`src/rtl/sram_arb_pkg.sv`:
```
// Shared definitions for the two-requester SRAM-like arbiter:
// requester IDs, transfer sizes, arbitration modes and the command bundle.
package sram_arb_pkg;

    localparam logic ID_INST = 1'b0;
    localparam logic ID_DATA = 1'b1;

    localparam logic [1:0] SZ_BYTE = 2'd0;
    localparam logic [1:0] SZ_HALF = 2'd1;
    localparam logic [1:0] SZ_WORD = 2'd2;

    localparam int ARB_FIXED = 0;
    localparam int ARB_RR    = 1;

    typedef struct packed {
        logic        wr;
        logic [1:0]  size;
        logic [31:0] addr;
        logic [31:0] wdata;
        logic        uncached;
    } sram_cmd_t;

endpackage

```
`src/rtl/arb_id_fifo.sv`:
```
// In-order queue of 1-bit requester IDs for outstanding transactions.
// Ports: clk/rst_n, push+push_id, pop, head, count, full, empty.
module arb_id_fifo
    import sram_arb_pkg::*;
#(
    parameter int DEPTH = 4
) (
    input  logic                       clk,
    input  logic                       rst_n,
    input  logic                       push,
    input  logic                       push_id,
    input  logic                       pop,
    output logic                       head,
    output logic [$clog2(DEPTH):0]     count,
    output logic                       full,
    output logic                       empty
);

    localparam int AW = $clog2(DEPTH);

    logic [DEPTH-1:0] mem;
    logic [AW-1:0]    wp;
    logic [AW-1:0]    rp;

    always_ff @(posedge clk or negedge rst_n) begin
        if (!rst_n) begin
            mem   <= {DEPTH{ID_INST}};
            wp    <= '0;
            rp    <= '0;
            count <= '0;
        end else begin
            if (push) begin
                mem[wp] <= push_id;
                wp      <= wp + 1'b1;
            end
            if (pop) begin
                rp <= rp + 1'b1;
            end
            case ({push, pop})
                2'b10:   count <= count + 1'b1;
                2'b01:   count <= count - 1'b1;
                default: count <= count;
            endcase
        end
    end

    assign head  = mem[rp];
    assign full  = (count == DEPTH[AW:0]);
    assign empty = (count == '0);

endmodule

```
`src/rtl/sram_like_arbiter.sv`:
```
// Shares one SRAM-like port between the inst (m0) and data (m1) requesters.
// Ports: mN_* requester sides, s_* shared side, err sticky protocol error.
module sram_like_arbiter
    import sram_arb_pkg::*;
#(
    parameter int DEPTH   = 4,
    parameter int RR_MODE = ARB_FIXED
) (
    input  logic        aclk,
    input  logic        aresetn,
    input  logic        m0_req,
    input  logic        m0_wr,
    input  logic [1:0]  m0_size,
    input  logic [31:0] m0_addr,
    input  logic [31:0] m0_wdata,
    input  logic        m0_uncached,
    output logic [31:0] m0_rdata,
    output logic        m0_addr_ok,
    output logic        m0_data_ok,
    input  logic        m1_req,
    input  logic        m1_wr,
    input  logic [1:0]  m1_size,
    input  logic [31:0] m1_addr,
    input  logic [31:0] m1_wdata,
    input  logic        m1_uncached,
    output logic [31:0] m1_rdata,
    output logic        m1_addr_ok,
    output logic        m1_data_ok,
    output logic        s_req,
    output logic        s_wr,
    output logic [1:0]  s_size,
    output logic [31:0] s_addr,
    output logic [31:0] s_wdata,
    output logic        s_uncached,
    input  logic [31:0] s_rdata,
    input  logic        s_addr_ok,
    input  logic        s_data_ok,
    output logic        err
);

    localparam int CW = $clog2(DEPTH) + 1;

    logic          lock;
    logic          gnt_q;
    logic          rr_last;
    logic          gnt;
    logic          sel_req;
    logic          accept;
    logic          pop;
    logic          head;
    logic          full;
    logic          empty;
    logic [CW-1:0] count;
    sram_cmd_t     c0;
    sram_cmd_t     c1;
    sram_cmd_t     cs;

    // A stalled request keeps its grantee so the shared port
    // never sees the command change before addr_ok.
    always_comb begin
        gnt = ID_INST;
        if (lock) begin
            gnt = gnt_q;
        end else if (RR_MODE == ARB_RR && m0_req && m1_req) begin
            gnt = ~rr_last;
        end else if (m1_req) begin
            gnt = ID_DATA;
        end
    end

    assign c0 = '{m0_wr, m0_size, m0_addr, m0_wdata, m0_uncached};
    assign c1 = '{m1_wr, m1_size, m1_addr, m1_wdata, m1_uncached};

    assign sel_req = gnt ? m1_req : m0_req;
    assign cs      = sel_req ? (gnt ? c1 : c0) : '0;

    assign s_wr       = cs.wr;
    assign s_size     = cs.size;
    assign s_addr     = cs.addr;
    assign s_wdata    = cs.wdata;
    assign s_uncached = cs.uncached;

    // Full uses the registered count; a same-cycle pop frees nothing.
    assign s_req  = sel_req && !full && aresetn;
    assign accept = s_req && s_addr_ok;

    assign m0_addr_ok = accept && (gnt == ID_INST);
    assign m1_addr_ok = accept && (gnt == ID_DATA);

    assign pop        = s_data_ok && (count != '0);
    assign m0_data_ok = pop && (head == ID_INST);
    assign m1_data_ok = pop && (head == ID_DATA);
    assign m0_rdata   = s_rdata;
    assign m1_rdata   = s_rdata;

    // Lock drops on acceptance and also when the grantee withdraws.
    always_ff @(posedge aclk or negedge aresetn) begin
        if (!aresetn) begin
            lock    <= 1'b0;
            gnt_q   <= ID_INST;
            rr_last <= ID_INST;
            err     <= 1'b0;
        end else begin
            lock  <= s_req && !s_addr_ok;
            gnt_q <= gnt;
            if (accept) begin
                rr_last <= gnt;
            end
            if (s_data_ok && empty) begin
                err <= 1'b1;
            end
        end
    end

    arb_id_fifo #(
        .DEPTH (DEPTH)
    ) u_fifo (
        .clk     (aclk),
        .rst_n   (aresetn),
        .push    (accept),
        .push_id (gnt),
        .pop     (pop),
        .head    (head),
        .count   (count),
        .full    (full),
        .empty   (empty)
    );

endmodule

```
`config.mk`:
```
export PLATFORM = sky130hd
export DESIGN_NAME = sram_like_arbiter
export DESIGN_NICKNAME = d
export VERILOG_FILES = /design/src/rtl/sram_arb_pkg.sv /design/src/rtl/arb_id_fifo.sv /design/src/rtl/sram_like_arbiter.sv
export SDC_FILE = /design/constraint.sdc
export NUM_CORES = 1
export LEC_CHECK = 0
export ABC_AREA = 1
export CORE_AREA = 5 5 119 121
export DETAILED_ROUTE_END_ITERATION = 8
export DIE_AREA = 0 0 124 126
export MAX_ROUTING_LAYER = met4
export PLACE_DENSITY = 0.7
export SLEW_MARGIN = 25
export SYNTH_ARGS = -nofsm -noshare
export SYNTH_HDL_FRONTEND = slang
export SYNTH_SLANG_ARGS = --single-unit
```
`constraint.sdc`:
```
create_clock -name aclk -period 4.2 [get_ports aclk]
set_input_delay 0.63 -clock aclk [delete_from_list [all_inputs] [get_ports aclk]]
set_output_delay 0.63 -clock aclk [all_outputs]
set_load 0.02 [all_outputs]
```
==> out/qor.txt <==
initial antenna violation count -> 0
Max Buffers Root-to-Sink -> 2
Antenna Cells -> 0
vias -> 3189
Layout Nets -> 835
syn_area_per_cell -> 5.363 µm²
Final ANT Viol Nets -> 0
Hold Path Class -> flop to flop
total CTS buffers -> 3
Yosys cell types -> 25
design area -> 4634 µm²
gr usage total -> 11.88%
Row Count -> 42
Max Used Layer -> met4
Placer Congestion -> 0.8206
crit path max-delay cell type -> clkdlybuf4s50_1
Initial Utilization -> 21.36%
met2 routed WL -> 4654 µm
Post-Synthesis Net Count -> 697
Worst Skew -> 0.001849 ns
Post-CTS Setup Inserts -> 0
final setup TNS -> 0 ns
Die X -> 124 µm
mean routed wirelength per cell -> 11.93 µm
core area -> 12980 µm²
Yosys reg bits -> 14
critical path class -> input port to output port
Peak VDD IR -> 242.8 µV
filler cell count -> 1433
CTS root buf -> clkbuf_16
minimum clock period -> 3.404 ns
vias in the first global route -> 2961
WL met1 -> 3762 µm
commonest non-fill, non-tap cell in the layout -> nand2_1
PortBufs -> 215
Leakage -> 2.591 nW
RSZ-0062 raised after global routing -> no
WL met3 -> 1270 µm
Max Cap Violations -> 0
Mapped Cells -> 517
sequential area share after synthesis -> 12.64%
CTS clock-pin slew for the worst setup and hold paths -> 0.05 ns
yosys warns -> 0
dpl cell area -> 4546 µm²
CP max FO -> 44
Peak Freq -> 293.7 MHz
TritonRoute pass-1 iters -> 5
Worst Max-Slew Pin Slew -> 0.4003 ns
Post-DP HPWL -> 8213 µm
hold violation total from the final report -> 0
synthesized area -> 2773 µm²
Max stage delay on crit path -> 0.60 ns
TritonCTS clock tree -> built
PD cells -> 300.0 nW/µm²
die area -> 15620 µm²
CTS H-tree depth -> 1
CP Cell Sequence -> clkdlybuf4s50_1 -> nand2_4 -> nand2_4 -> inv_4 -> buf_12 -> nand2_1 -> nand2_1 -> nand2_1 -> inv_1 -> clkdlybuf4s50_1
area grow syn2layout -> 67.15%
most frequent CP cell -> nand2_1
CP arrival -> 2.77 ns
CTS Sinks -> 14
Rel. slew slack -> 73.31%
GRT Residual Overflow -> 0
hold_buf cts -> 0
share of layout cells above drive strength 1 -> 4.740%
total wire length -> 9899 µm
fin crit share -> 81.06%
crit end category -> output port
die span in y -> 126 µm
# DRC -> 0
CP startpoint kind -> input port
global-route wire length before repair -> 14640 µm
Vias per Instance -> 3.842
CP Data Required Time -> 3.57 ns
drt initial violations -> 96
most frequent cells in the layout -> nand2_1, clkdlybuf4s50_1, inv_1
count of pins over their slew limit -> 0
status -> finished, final reports clean
Ports -> 312
post_cts resized -> 0
largest net degree at the start of global routing -> 45
worst skew pair latency -> 0.24 ns
Setup Viol. Count Final -> 0
==> layer usage <==
layer,global-route usage [%],vias up
li1,-,1691
met3,4.753,17
met1,13.08,1313
met2,20.08,168
met4,2.706,0
met5,-,-
==> through the flow <==
stage / setup WS [ns] / utilization [%] / instances / hold WS, ns / total power, mW
6_report: 0.7956 / 35.70 / 830 / 0.4667 / 1.390
5_1_grt: 0.5944 / 35.70 / 830 / 0.4795 / 1.522
4_1_cts: 0.7471 / 35.70 / 830 / 0.4707 / 1.412
3_5_place_dp: 0.7359 / 35.02 / 826 / 0.4596 / 1.205
3_3_place_gp: 0.7869 / 35.02 / 826 / 0.4570 / 1.196
2_1_floorplan: 2.158 / - / 517 / 0.3344 / 0.8774
==> synthesized netlist by cell type <==
cell type | number | area share, %
a21oi_1 | 3 | 0.54
a21oi_4 | 1 | 0.59
a31o_2 | 1 | 0.32
buf_12 | 1 | 0.72
buf_2 | 12 | 2.2
buf_4 | 65 | 18
buf_6 | 8 | 3.2
clkbuf_1 | 1 | 0.14
dfrtp_1 | 14 | 13
fa_1 | 1 | 0.72
ha_1 | 5 | 2.3
inv_1 | 77 | 10
inv_2 | 3 | 0.41
inv_4 | 1 | 0.23
nand2_1 | 284 | 38
nand2_2 | 11 | 2.5
nand2_4 | 3 | 1.2
nand3_1 | 2 | 0.36
nand3_2 | 1 | 0.36
nand3_4 | 1 | 0.63
nand4_1 | 8 | 1.8
nor2_1 | 8 | 1.1
o21ai_0 | 2 | 0.36
xnor2_1 | 1 | 0.32
xor2_1 | 3 | 0.95
==> registers in the layout, summed over array words and instances, names as in the netlist <==
name	flops
err	1
gnt_q	1
lock	1
u_fifo.wp	2
u_fifo.count	3
u_fifo.mem	4
u_fifo.rp	2
==> where the power goes <==
| group | switching [mW] | internal (mW) |
|---|---|---|
| registers | 0.0433 | 0.193 |
| clock network | 0.0523 | 0.144 |
| logic | 0.505 | 0.453 |
==> critical path, delay by kind of cell <==
kind | cells | cell delay, ns
buffers and inverters | 5 | 1.63
AND/OR/NAND/NOR | 5 | 0.47
==> final cells by class <==
class	instances	area (µm²)	share of cell area, %
multi-input cells	335	1454	31.37
clock buffers	4	88.84	1.917
well taps	176	220.2	4.752
repair buffers	220	2215	47.79
inverters	81	306.5	6.614
flip-flops and latches	14	350.3	7.559
==> worst paths after layout <==
check	cells after the start	startpoint	to	slack (ns)
hold / removal	1	err	err	0.47
setup reg to reg	11	gnt_q	u_fifo.count[2]	1.95
max in group asynchronous	2	aresetn	gnt_q	3.32
min in group asynchronous	2	aresetn	u_fifo.count[1]	0.70
hold reg to reg	1	err	err	0.47
setup / recovery	10	m1_req	s_addr[10]	0.80
==> cells by family (layout without fill, tap and decap cells) <==
group,Yosys count,in the layout,synth area share [%]
and+or+nand+nor,318,318,46.39
buffers and inverters,168,305,34.93
DFF,14,14,12.64
AOI/OAI and AO/OA,7,7,1.805
adders and majority gates,6,6,2.978
xor gates and xnor gates,4,4,1.264
No activity file was read; power rests on OpenSTA's default activity.
